<file path="src/rtl/lock_code_controller.sv">
// -----------------------------------------------------------------------------
// lock_code_controller
//
// Sequencing controller for the 4-digit hex code lock. It turns debounced
// single-cycle button pulses into a 4-nibble entry buffer and holds the
// stored code. It runs the SET / LOCKED / UNLOCKED / ALARM state machine,
// whose outputs feed the seven-segment display driver directly.
//
// Parameters:
//   TIMEOUT_CYCLES  auto-relock delay in UNLOCKED and ALARM duration (>= 2)
//   MAX_FAILS       consecutive wrong codes that trigger ALARM (1..3)
//
// Ports:
//   clock       single clock for the whole block
//   reset       synchronous, active-high
//   btn_up      pulse: increment digit under cursor (mod 16)
//   btn_next    pulse: advance cursor (mod 4)
//   btn_enter   pulse: commit (SET) / compare (LOCKED) / relock (UNLOCKED)
//   state       display code: 00 = I (SET), 01 = L (LOCKED/ALARM), 10 = U
//   hex1..hex4  entry digits 0..3 (hex1 is the leftmost digit)
//   cursor      index of the editable digit
//   fail_count  consecutive wrong attempts (saturates at MAX_FAILS)
//   alarm       high only while in ALARM
//
// Every output comes straight from a flop; there is no combinational path
// from any input to any output.
// -----------------------------------------------------------------------------
module lock_code_controller #(
  parameter int TIMEOUT_CYCLES = 100000000,
  parameter int MAX_FAILS      = 3
) (
  input  logic       clock,
  input  logic       reset,
  input  logic       btn_up,
  input  logic       btn_next,
  input  logic       btn_enter,
  output logic [1:0] state,
  output logic [3:0] hex1,
  output logic [3:0] hex2,
  output logic [3:0] hex3,
  output logic [3:0] hex4,
  output logic [1:0] cursor,
  output logic [1:0] fail_count,
  output logic       alarm
);

  localparam int             TW         = $clog2(TIMEOUT_CYCLES);
  localparam logic [TW-1:0]  TIMER_LAST = TW'(TIMEOUT_CYCLES - 1);
  localparam logic [TW-1:0]  TIMER_ONE  = TW'(1);
  localparam logic [1:0]     FAIL_LIMIT = 2'(MAX_FAILS);

  typedef enum logic [1:0] {
    ST_SET,
    ST_LOCKED,
    ST_UNLOCKED,
    ST_ALARM
  } fsm_t;

  fsm_t            fsm, fsm_next;
  logic [3:0][3:0] entry, entry_next;
  logic [15:0]     code, code_next;
  logic [TW-1:0]   timer, timer_next;
  logic [1:0]      cursor_next;
  logic [1:0]      fail_next;
  logic [1:0]      state_next;
  logic            alarm_next;

  // Only the highest-priority pulse of a cycle acts: enter > next > up.
  logic do_enter, do_next, do_up;
  assign do_enter = btn_enter;
  assign do_next  = btn_next & ~btn_enter;
  assign do_up    = btn_up & ~btn_next & ~btn_enter;

  // Next-state and datapath logic. The timer defaults to 0, which keeps it
  // held in SET/LOCKED and restarts it on a pulse in UNLOCKED; it only
  // advances where explicitly counted below.
  always_comb begin
    fsm_next    = fsm;
    entry_next  = entry;
    cursor_next = cursor;
    fail_next   = fail_count;
    code_next   = code;
    timer_next  = '0;

    case (fsm)
      ST_SET: begin
        if (do_enter) begin
          code_next = entry;
          fsm_next  = ST_LOCKED;
        end else if (do_next) begin
          cursor_next = cursor + 2'd1;
        end else if (do_up) begin
          entry_next[cursor] = entry[cursor] + 4'd1;
        end
      end

      ST_LOCKED: begin
        if (do_enter) begin
          if (entry == code) begin
            fsm_next  = ST_UNLOCKED;
            fail_next = '0;
          end else begin
            // A wrong attempt clears the entry even when staying LOCKED.
            entry_next  = '0;
            cursor_next = '0;
            if (fail_count >= FAIL_LIMIT - 2'd1) begin
              fail_next = FAIL_LIMIT;
              fsm_next  = ST_ALARM;
            end else begin
              fail_next = fail_count + 2'd1;
            end
          end
        end else if (do_next) begin
          cursor_next = cursor + 2'd1;
        end else if (do_up) begin
          entry_next[cursor] = entry[cursor] + 4'd1;
        end
      end

      ST_UNLOCKED: begin
        // A next pulse only restarts the timer, even in the timeout cycle.
        if (do_enter) begin
          fsm_next = ST_LOCKED;
        end else if (do_next) begin
          timer_next = '0;
        end else if (do_up) begin
          fsm_next = ST_SET;
        end else if (timer == TIMER_LAST) begin
          fsm_next = ST_LOCKED;
        end else begin
          timer_next = timer + TIMER_ONE;
        end
      end

      ST_ALARM: begin
        if (timer == TIMER_LAST) begin
          fsm_next  = ST_LOCKED;
          fail_next = '0;
        end else begin
          timer_next = timer + TIMER_ONE;
        end
      end

      default: begin
        fsm_next = ST_SET;
      end
    endcase

    // Any state change starts the new state with a clean entry and timer.
    if (fsm_next != fsm) begin
      entry_next  = '0;
      cursor_next = '0;
      timer_next  = '0;
    end

    case (fsm_next)
      ST_SET:      state_next = 2'b00;
      ST_UNLOCKED: state_next = 2'b10;
      default:     state_next = 2'b01;
    endcase
    alarm_next = (fsm_next == ST_ALARM);
  end

  // State and output registers; reset overrides any same-cycle pulse.
  always_ff @(posedge clock) begin
    if (reset) begin
      fsm        <= ST_SET;
      entry      <= '0;
      cursor     <= '0;
      fail_count <= '0;
      code       <= '0;
      timer      <= '0;
      state      <= 2'b00;
      alarm      <= 1'b0;
    end else begin
      fsm        <= fsm_next;
      entry      <= entry_next;
      cursor     <= cursor_next;
      fail_count <= fail_next;
      code       <= code_next;
      timer      <= timer_next;
      state      <= state_next;
      alarm      <= alarm_next;
    end
  end

  assign hex1 = entry[0];
  assign hex2 = entry[1];
  assign hex3 = entry[2];
  assign hex4 = entry[3];

endmodule

</file>
<file path="config.mk">
export PLATFORM = sky130hd
export DESIGN_NAME = lock_code_controller
export DESIGN_NICKNAME = d
export VERILOG_FILES = /design/src/rtl/lock_code_controller.sv
export SDC_FILE = /design/constraint.sdc
export NUM_CORES = 1
export LEC_CHECK = 0
export BUFFER_PORTS_ARGS = -buffer_cell sky130_fd_sc_hd__buf_4
export CAP_MARGIN = 20
export CORE_UTILIZATION = 60
export CTS_CLUSTER_SIZE = 25
export DETAILED_ROUTE_END_ITERATION = 10
export PLACE_DENSITY = 0.78
export SYNTH_ARGS = -nofsm -noshare
export SYNTH_HDL_FRONTEND = slang
export SYNTH_SLANG_ARGS = --single-unit
</file>
<file path="constraint.sdc">
create_clock -name clock -period 4.3 [get_ports clock]
set_clock_uncertainty 0.15 [all_clocks]
set_input_delay 0 -clock clock [delete_from_list [all_inputs] [get_ports clock]]
set_output_delay 0 -clock clock [all_outputs]
set_load 0.01 [all_outputs]
</file>
=== Yosys cells after proc, flatten, opt, wreduce, memory -nomap -nowiden ===
Index checks and enable logic that the tools add are counted.
W data, S select, Z words.

* Register bits: 68
* Bits in latches: 0
* RAM bits: 0
* Memory bits (read-only): 0
* Output and inout port bits: 23
* Logic and storage cells: 80
* Memories: 0

* Add/sub/neg operators: 4
* Multipliers: 0
* Divide/modulo/power cells: 0
* $lt $le $gt $ge: 3
* Eq/ne operators: 12
* Shifts and indexed selects: 0
* Muxes and demuxes: 36
* Bitwise gates (word level): 5
* Reductions and logical operators: 9

{| class="wikitable"
|+ Operator list
! cell !! count
|-
| $mux W27 || 4
|-
| $mux W16 || 5
|-
| $pmux W27 S2 || 1
|-
| $mux W2 || 16
|-
| $pmux W16 S2 || 1
|-
| $add A27 B1 Y27 const B || 1
|-
| $eq A27 B27 Y1 const B || 1
|-
| $bwmux W16 || 1
|-
| $eq A16 B16 Y1 || 1
|-
| $pmux W2 S2 || 3
|-
| $bmux W4 S2 || 1
|-
| $demux W4 S2 || 1
|-
| $eq A2 B2 Y1 const B || 4
|-
| $mux W4 || 2
|-
| $pmux W2 S4 || 1
|-
| $ne A2 B2 Y1 const B || 3
|-
| $reduce_and A3 Y1 || 2
|-
| $add A2 B1 Y2 const B || 2
|-
| $add A4 B1 Y4 const B || 1
|-
| $logic_not A2 Y1 || 2
|-
| $reduce_bool A2 Y1 || 2
|-
| $and A1 B1 Y1 || 3
|-
| $lt A2 B3 Y1 const B || 1
|-
| $ne A3 B3 Y1 const B || 1
|-
| 8 further kinds || 9
|}

=== Depth between registers and ports, before layout ===
Gate-level depths: netlist of the first run.

* Depth after elaboration: 9
* Mapped depth: 8
* Gate-level depth less buffers: 6

=== Least setup slack after synthesis of the first run ===
No wires, ideal clock.

* Path type: flip-flop to flip-flop
* Start point: register cursor[0]
* End point: register entry (netlist bit hex1[2])
* Setup time: 0.133 ns
* Arrival time: 1.760 ns
* Data required time: 4.017 ns
* Path slack: 2.257 ns
* Stages on the path, launching flop included: 6
* Buffers on the path: 1
* Cells stage by stage: dfxtp_1 -> buf_2 -> mux4_2 -> ha_1 -> xnor2_1 -> a211oi_1

* Longest elaborated chain between the ends: 9
* Elaborated cells on any way between the ends: 14
* Classes of those cells: add/sub (1); order compare (2); mux (10); reduce/logical (1)

{| class="wikitable"
|+ RTL lines
! what !! RTL line !! source
|-
| start: declaration || 42 || <nowiki>output logic [1:0] cursor,</nowiki>
|-
| start signal: assignment || 178 || <nowiki>cursor <= cursor_next;</nowiki>
|-
| parallel branches: the longest is 4 deep, another holds $add A4 B1 Y4 || n/a ||
|-
| $bwmux W16 * || 93, 116 ||
|-
| $mux W16 * || 92, 115 ||
|-
| $mux W16 * || 90 || <nowiki>end else if (do_next) begin</nowiki>
|-
| $mux W16 (on tied branches) || 98, 87 ||
|-
| $pmux W16 S2 * || 85 || <nowiki>case (fsm)</nowiki>
|-
| end signal: assignment || 177 || <nowiki>entry <= entry_next;</nowiki>
|-
| end: declaration || 60 || <nowiki>logic [3:0][3:0] entry, entry_next;</nowiki>
|}

Mark *: on every way between the ends. The select of a mux whose other input is x is not followed.
A chain may end at the register's enable or synchronous reset.

=== Final worst setup path of the first run ===
* Start point: register entry (netlist bit hex3[0])
* End point: register fsm[0]

* Longest elaborated chain between the ends: 4

{| class="wikitable"
|+ RTL lines
! what !! RTL line !! source
|-
| $eq A16 B16 Y1 || 99 || <nowiki>if (entry == code) begin</nowiki>
|-
| $mux W2 || 99 ||
|-
| $mux W2 || 98 || <nowiki>if (do_enter) begin</nowiki>
|-
| $pmux W2 S4 || 85 ||
|-
| end signal: assignment || 176 || <nowiki>fsm <= fsm_next;</nowiki>
|-
| end: declaration || 59 || <nowiki>fsm_t fsm, fsm_next;</nowiki>
|}

No other way between the ends.

==> reports/results.env, run 1 <==
POWERDENSITY_mW_PER_MM2=352.0
CRIT_TYPE='flip-flop to flip-flop'
TOTAL_POWER_AFTER_LAYOUT_uW=1301
POWER_FRAC_CLOCK_PCT=46.1
INTPOWER_uW=1029
FINAL_CELL_COUNT_NO_FILL=461
SYNTH_ENABLE_FLOP_CELLS=0
YS_TYPES=48
SYNTH_ASYNC_SR_FLOP_SHARE_PCT=0
PERIOD_SHARE_PCT=59.55
SYNTHESIS.YOSYS.WARNINGS=0
ANTENNA_FOUND_INITIAL=0
YS_SEQ_ELEMENTS=68
IO_BUFFER_COUNT=27
GRT_PASS1_WL_UM=10530
CRITICAL_PATH.STARTPOINT_TYPE='flip-flop'
DRV.MAX_CAP_VIOLATION_COUNT=0
ROUTEDWLPERCELL_UM=14.04
WP_DATA_REQUIRED_NS=4.37
MAXSLEWVIOLCOUNT=0
GP_CONGESTION=0.8538
SYN-CELL-AREA_MM2=0.003253
STARTING_DENSITY_OF_THE_CORE_PCT=62.89
CORE.ROWCOUNT=26
CLKTRANSATPATHREGS_NS=0.07
SYN-MEAN-INSTANCE-AREA_UM2=8.913
DIE-HEIGHT_UM=75.64
INSERTION_DELAY_NS=0.34
HOLD_VIOLATIONS=0
ROUTE.ANTENNA.REMAINING_NETS=0
AVGVIACOUNTPERCELL=5.501
GRT_OVERALL_USAGE_PCT=24.97
BOUNDARYPINS=28
IR_DROP_uV=203.6
OUTCOME='finished clean'
CRIT_PATH_MAX_FANOUT=5
DIE_W_UM=75.64
DIODES=0
POWER.STATIC_LEAKAGE_uW=0.001370
MAX_CLOCK_FREQ_MHz=390.5
SYNTHCELLS=365
CTS-BUFFERS-INSERTED=9
CTS_ROOT_BUFFER='sky130_fd_sc_hd__clkbuf_8'
DRT-PASS1-ITER-COUNT=4
VIAS=2536
SYNTHDOMINANTAREACELLTYPE='sky130_fd_sc_hd__dfxtp_1'
HTREE_LEVELS=3
SETUP_TOTAL_NEGATIVE_SLACK_NS=0
SYNTH.YOSYS.SEQ_AREA_SHARE_PCT=41.85
CP_DATA_ARRIVAL_TIME_NS=2.63
POST-ROUTE-DRC-COUNT=0
RSZ0062_AT_GRT='false'
CTS_TREE='yes'
GRT.OVERFLOW.TOTAL=0
PWR-SHARE-SEQ_PCT=49.3
CORE_MM2=0.005172
DRTITER0DRC=205
POST-PLACE-CELLS=441
TIMING.SLEW.HEADROOM_PCT=31.20
AREA_DELTA_SYNTH_FINAL_PCT=13.62
POWER.COMBINATIONAL.FRACTION_PCT=4.6
LARGEST_NET_DEGREE_AT_THE_START_OF_GLOBAL_ROUTING=28
SYNTH_NET_COUNT=376
TIMING_WORST_SLEW_PIN_VALUE_NS=1.027
NUMCLOCKSINKS=68
REPORT.FINAL.SETUP_VIOL=0
VIA_COUNT_OF_THE_FIRST_GLOBAL_ROUTING_PASS=2250
FINALWORSTPATHREQUIREDPERIOD_NS=2.561
CRITICAL_PATH.ENDPOINT_TYPE='flip-flop'
DRIVE_ABOVE_1_SHARE_PCT=15.60
SYNTH.TOP_CELLS.BY_AREA='sky130_fd_sc_hd__dfxtp_1 42%, sky130_fd_sc_hd__nor2_1 6.6%, sky130_fd_sc_hd__xor2_1 6.2%'
FINALWIRELENGTH_UM=6472
POWER.SWITCHING_FRACTION_PCT=20.94
YOSYSTOPAREACELLSHARE_PCT=41.85
FP.DIEAREA_MM2=0.005721
NET_SWITCHING_POWER_FIGURE_uW=272.4
DOMINANTREGCELLSYNTH='sky130_fd_sc_hd__dfxtp_1'
NNETSFINAL=397
CTSLONGESTPATHBUFFERS=2
DP_HPWL_UM=4443
HOLDCRITPATHCLASS='input port to flip-flop'
-- path summary, 6_finish.rpt --
check / start / to / slack (ns) / cells past startpoint
worst max-delay path: hex3[0]$_SDFFE_PP0P_ / fsm[0]$_SDFF_PP0_ / 1.74 / 6
worst min-delay path: btn_next / cursor[1]$_SDFFE_PP0P_ / 0.03 / 5
worst max register to register: hex3[0]$_SDFFE_PP0P_ / fsm[0]$_SDFF_PP0_ / 1.74 / 6
worst min register to register: timer[0]$_SDFF_PP0_ / timer[0]$_SDFF_PP0_ / 0.31 / 1
-- power by group through the flow --
stage	Clock [uW]	Combinational [uW]	Sequential [uW]
3_3_place_gp	0	54.3	656
4_1_cts	613	58.8	642
5_1_grt	641	64.9	643
2_1_floorplan	0	45.8	652
3_5_place_dp	0	55.4	656
6_report	600	59.2	642
-- final cells by class --
type / count / area, um^2
timing repair buffer: 31 / 242.7
fill: 385 / 1476
inverter: 8 / 30.03
clock inverter: 4 / 70.07
clock buffer: 12 / 165.2
multi-input combinational: 268 / 1739
sequential: 68 / 1361
tap: 70 / 87.58
-- kinds of logic after synthesis --
group,Yosys count,share of synthesized area [%]
AND/OR/NAND/NOR,165,25.42
flip-flops,68,41.85
XOR/XNOR,44,11.85
AO/OA/AOI/OAI,41,8.654
buffers and inverters,29,4.692
multiplexers,12,5.231
adder cells (fa/ha/maj),6,2.308
-- layer usage --
| metal | wire (um) | track usage [%] |
|---|---|---|
| met2 | 2875 | 35.52 |
| met1 | 3196 | 35.49 |
| met5 | 0 | 0 |
| met4 | 102 | 10.49 |
| met3 | 297 | 7.011 |
-- stage by stage --
step / instance area, um^2 / utilization, % / hold WS [ns] / setup slack [ns]
floorplan: 3253 / - / 0.08920 / 2.257
global placement: 3421 / 66.13 / 0.2014 / 1.939
detailed placement: 3421 / 66.13 / 0.2125 / 1.852
CTS: 3696 / 71.46 / 0.01253 / 1.784
global route: 3696 / 71.46 / 0.07723 / 1.624
finish: 3696 / 71.46 / 0.03279 / 1.739
-- Yosys cell counts (2+ instances only) --
cell type / number
sky130_fd_sc_hd__nor3_1: 9
sky130_fd_sc_hd__buf_2: 5
sky130_fd_sc_hd__a21oi_1: 20
sky130_fd_sc_hd__buf_6: 4
sky130_fd_sc_hd__mux2i_1: 8
sky130_fd_sc_hd__nor2_1: 57
sky130_fd_sc_hd__xor2_1: 23
sky130_fd_sc_hd__xnor2_1: 21
sky130_fd_sc_hd__buf_1: 4
sky130_fd_sc_hd__nand2_1: 46
sky130_fd_sc_hd__inv_1: 7
sky130_fd_sc_hd__ha_1: 6
sky130_fd_sc_hd__dfxtp_1: 68
sky130_fd_sc_hd__buf_4: 2
sky130_fd_sc_hd__or3_1: 3
sky130_fd_sc_hd__and2_1: 4
sky130_fd_sc_hd__nand3_1: 9
sky130_fd_sc_hd__o21ai_0: 2
sky130_fd_sc_hd__and3_1: 3
sky130_fd_sc_hd__clkbuf_1: 6
sky130_fd_sc_hd__nand2b_1: 3
sky130_fd_sc_hd__nor4_1: 11
sky130_fd_sc_hd__nand4_2: 2
sky130_fd_sc_hd__nand4_1: 5
sky130_fd_sc_hd__mux4_2: 4
sky130_fd_sc_hd__a211oi_1: 9
sky130_fd_sc_hd__o32ai_1: 3
-- worst max-delay path, cell delays in order (launching register included) --
cell	delay, ns
sky130_fd_sc_hd__dfxtp_1	0.44
sky130_fd_sc_hd__xor2_1	0.10
sky130_fd_sc_hd__nor4_1	0.51
sky130_fd_sc_hd__nand4_1	0.28
sky130_fd_sc_hd__o32ai_1	0.31
sky130_fd_sc_hd__nor2_1	0.08
sky130_fd_sc_hd__dlygate4sd3_1	0.58
-- layout by cell type (no fill, tap or decap), types with 5 or more instances in the layout --
| master | n |
|---|---|
| sky130_fd_sc_hd__a211oi_1 | 9 |
| sky130_fd_sc_hd__nor2_1 | 57 |
| sky130_fd_sc_hd__buf_4 | 27 |
| sky130_fd_sc_hd__nor4_1 | 11 |
| sky130_fd_sc_hd__ha_1 | 6 |
| sky130_fd_sc_hd__a21oi_1 | 20 |
| sky130_fd_sc_hd__nand3_1 | 9 |
| sky130_fd_sc_hd__xnor2_1 | 21 |
| sky130_fd_sc_hd__inv_1 | 7 |
| sky130_fd_sc_hd__dfxtp_1 | 68 |
| sky130_fd_sc_hd__mux2i_1 | 8 |
| sky130_fd_sc_hd__nand4_1 | 5 |
| sky130_fd_sc_hd__clkbuf_8 | 12 |
| sky130_fd_sc_hd__nand2_1 | 46 |
| sky130_fd_sc_hd__xor2_1 | 23 |
| sky130_fd_sc_hd__nor3_1 | 9 |
-- timing repair --
| action | in CTS | in global routing |
|---|---|---|
| hold buffers | 4 | 0 |
| endpoints found under the setup margin | 0 | 0 |
| resized for setup | 0 | 0 |
| endpoints found under the hold margin | 24 | 0 |
| setup buffers | 0 | 0 |
-- state kept, by name (all words and copies together) (netlist names) --
register,flops
state,2
hex1,4
cursor,2
code,16
hex2,4
fsm,2
alarm,1
hex3,4
fail_count,2
timer,27
hex4,4
(Power assumes the default switching activity.)
==> inputs of run 2 (changes only) <==
--- a/config.mk
+++ b/config.mk
@@ -7,10 +7,10 @@
 export LEC_CHECK = 0
 export BUFFER_PORTS_ARGS = -buffer_cell sky130_fd_sc_hd__buf_4
 export CAP_MARGIN = 20
-export CORE_UTILIZATION = 60
+export CORE_UTILIZATION = 53
 export CTS_CLUSTER_SIZE = 25
 export DETAILED_ROUTE_END_ITERATION = 10
-export PLACE_DENSITY = 0.78
+export PLACE_DENSITY = 0.73
 export SYNTH_ARGS = -nofsm -noshare
 export SYNTH_HDL_FRONTEND = slang
 export SYNTH_SLANG_ARGS = --single-unit
==> constraint.sdc (replaced) <==
create_clock -name clock -period 2.2 [get_ports clock]
set_clock_uncertainty 0.15 [all_clocks]
set_input_delay 0 -clock clock [delete_from_list [all_inputs] [get_ports clock]]
set_output_delay 0 -clock clock [all_outputs]
set_load 0.01 [all_outputs]
==> run 2 against run 1 <==
Effect of this change:
- count of clock-buffer cells in the layout is 1 lower
- register-to-register slack worse by 1.6 ns
- core utilization shrank 7.7 points
- critical path depth unchanged
- largest power group unchanged
- cell count grew 2.8%
==> reports/results.env, run 2 (synthesis results as in run 1) <==
REPORT.FINAL.SETUP_VIOL=0
CRIT_TYPE='flip-flop to flip-flop'
POWERDENSITY_mW_PER_MM2=664.5
CTS_ROOT_BUFFER='sky130_fd_sc_hd__clkbuf_8'
HTREE_LEVELS=3
CP_DATA_ARRIVAL_TIME_NS=2.15
NUMBER_OF_BUFFERS_AND_INVERTERS_ON_THE_CRITICAL_PATH=0
TIMING.CRITICAL_PATH.SLOWEST_CELL_DELAY_NS=0.43
LARGEST_REG_FLOPS=27
HOLDCRITPATHCLASS='input port to flip-flop'
NET_SWITCHING_POWER_FIGURE_uW=551.0
MAX_CLOCK_FREQ_MHz=492.1
DRIVE_ABOVE_1_SHARE_PCT=17.29
ROUTE.ANTENNA.REMAINING_NETS=0
CTS_TREE='yes'
LAUNCH_POINT_OF_THE_WORST_PATH='timer[0]$_SDFF_PP0_'
CLKTRANSATPATHREGS_NS=0.07
VIAS=2593
DIODES=0
MAXSLEWVIOLCOUNT=0
FINAL_CELL_MIX='68 x sky130_fd_sc_hd__dfxtp_1, 57 x sky130_fd_sc_hd__nor2_1, 46 x sky130_fd_sc_hd__nand2_1'
GRT.OVERFLOW.TOTAL=0
POWER.STATIC_LEAKAGE_uW=0.001430
HOLD_PATH_STARTPOINT='btn_next'
POWER.COMBINATIONAL.FRACTION_PCT=5.2
FINALWORSTPATHREQUIREDPERIOD_NS=2.032
DP_HPWL_UM=4600
VIA_COUNT_OF_THE_FIRST_GLOBAL_ROUTING_PASS=2351
PLACE_AREA_MM2=0.003520
WORSTPATHCELLLIST='ha_1, and4_2, nand2_4, nor4_1, o32ai_1, a21oi_1'
ROUTEDWLPERCELL_UM=14.29
CRIT_PATH_MAX_FANOUT=6
TIMING_WORST_SLEW_PIN_VALUE_NS=0.5004
POST-ROUTE-DRC-COUNT=0
POST-ROUTE-WORST-SETUP-SLACK_NS=0.1680
POWER_FRAC_CLOCK_PCT=44.9
WORST_R2R_STARTPOINT='timer[0]$_SDFF_PP0_'
NNETSFINAL=405
STARTING_DENSITY_OF_THE_CORE_PCT=54.95
RSZ0062_AT_GRT='false'
GRT_PASS1_WL_UM=11300
ANTENNA_FOUND_INITIAL=0
CTS_SETUP_BUFFERS=0
DRV.MAX_CAP_VIOLATION_COUNT=0
IO_BUFFER_COUNT=27
HOLD_VIOLATIONS=0
AREA_DELTA_SYNTH_FINAL_PCT=15.96
GP_CONGESTION=0.8757
REG_TOP3='timer: 27 flops, code: 16 flops'
WP_DATA_REQUIRED_NS=2.32
GRT_OVERALL_USAGE_PCT=23.09
AVGVIACOUNTPERCELL=5.470
LAYOUT_COMMONEST_CELL='sky130_fd_sc_hd__dfxtp_1'
LARGEST-REGISTER='timer'
POWER.SWITCHING_FRACTION_PCT=21.98
PWR-SHARE-SEQ_PCT=49.9
POST-PLACE-CELLS=455
FP.DIEAREA_MM2=0.006455
DIE-HEIGHT_UM=80.35
CRITICAL_PATH.STARTPOINT_TYPE='flip-flop'
OUTCOME='finished clean'
TIMING.SLEW.HEADROOM_PCT=66.38
CORE.ROWCOUNT=28
DRTITER0DRC=194
WHS_NS=0.03721
IR_DROP_uV=414.4
PLACE_WORST_SETUP_SLACK_NS=0.1763
TIMING.CRITICAL_PATH.MAX_DELAY_FAMILY='simple AND/OR/NAND/NOR gates'
SETUP_TOTAL_NEGATIVE_SLACK_NS=0
SETUP.REG_TO_REG.WORST_SLACK_NS=0.17
CRITICAL_PATH.ENDPOINT_TYPE='flip-flop'
NUMCLOCKSINKS=68
FINALWIRELENGTH_UM=6774
CTS-BUFFERS-INSERTED=9
PERIOD_SHARE_PCT=92.36
LARGEST_NET_DEGREE_AT_THE_START_OF_GLOBAL_ROUTING=28
FINALINSTANCEAREA_MM2=0.003772
DRT-PASS1-ITER-COUNT=4
CTSLONGESTPATHBUFFERS=2
CRIT_SLOWEST_CELL='sky130_fd_sc_hd__nor4_1'
BOUNDARYPINS=28
CORE_MM2=0.005921
DIE_W_UM=80.35
FINAL_CELL_COUNT_NO_FILL=474
INTPOWER_uW=1956
INSERTION_DELAY_NS=0.34
-- run 2: cell count changes in the layout (fill, tap and decap cells not counted), sizes merged --
cell	change
buf	+9
clkbuf	-1
clkinv	+1
dlygate4sd3	-1
-- run 2: worst register-to-register path: stages (launching register included) --
cell                      delay (ns)
sky130_fd_sc_hd__dfxtp_1        0.37
sky130_fd_sc_hd__ha_1           0.21
sky130_fd_sc_hd__and4_2         0.33
sky130_fd_sc_hd__nand2_4        0.11
sky130_fd_sc_hd__nor4_1         0.43
sky130_fd_sc_hd__o32ai_1        0.20
sky130_fd_sc_hd__a21oi_1        0.17
-- run 2: routing by layer --
layer	share of wire (%)	up-vias	GRT usage, %	wire, um
met2	44	59	33.64	2957
met5	0	-	0	0
met1	49	1217	32.94	3314
met3	5.6	13	5.455	378
met4	1.8	0	8.036	124
li1	-	1304	-	-
-- run 2: cell type report --
class / count / area, um^2
clock buffer: 11 / 141.4
clock inverter: 5 / 75.07
fill: 495 / 2148
inverter: 8 / 30.03
multi-input combinational: 268 / 1745
sequential: 68 / 1361
tap: 75 / 93.84
timing repair buffer: 39 / 325.3
-- run 2: final timing paths --
check,endpoint,cells after the start
setup / recovery,alarm$_SDFF_PP0_,6
hold / removal,cursor[1]$_SDFFE_PP0P_,5
setup reg to reg,alarm$_SDFF_PP0_,6
hold reg to reg,timer[0]$_SDFF_PP0_,1
-- run 2: power by group through the flow --
stage          Clock [uW]  Combinational, uW  Sequential (uW)
2_1_floorplan           0               89.5             1270
6_report             1120                131             1250
4_1_cts              1140                130             1250
3_5_place_dp            0                124             1280
5_1_grt              1210                143             1250
3_3_place_gp            0                124             1280
-- run 2: metrics by stage --
stage | power, uW | utilization [%]
final | 2507 | 63.72
after global routing | 2600 | 63.72
after CTS | 2524 | 63.61
after detailed placement | 1404 | 59.45
after global placement | 1403 | 59.45
after floorplan | 1364 | -
-- run 2: what timing repair did --
action / CTS / global route
resized for setup: 0 / 1
endpoints found under the hold margin: 22 / 0
setup endpoints to repair: 0 / 6
hold buffers: 3 / 0
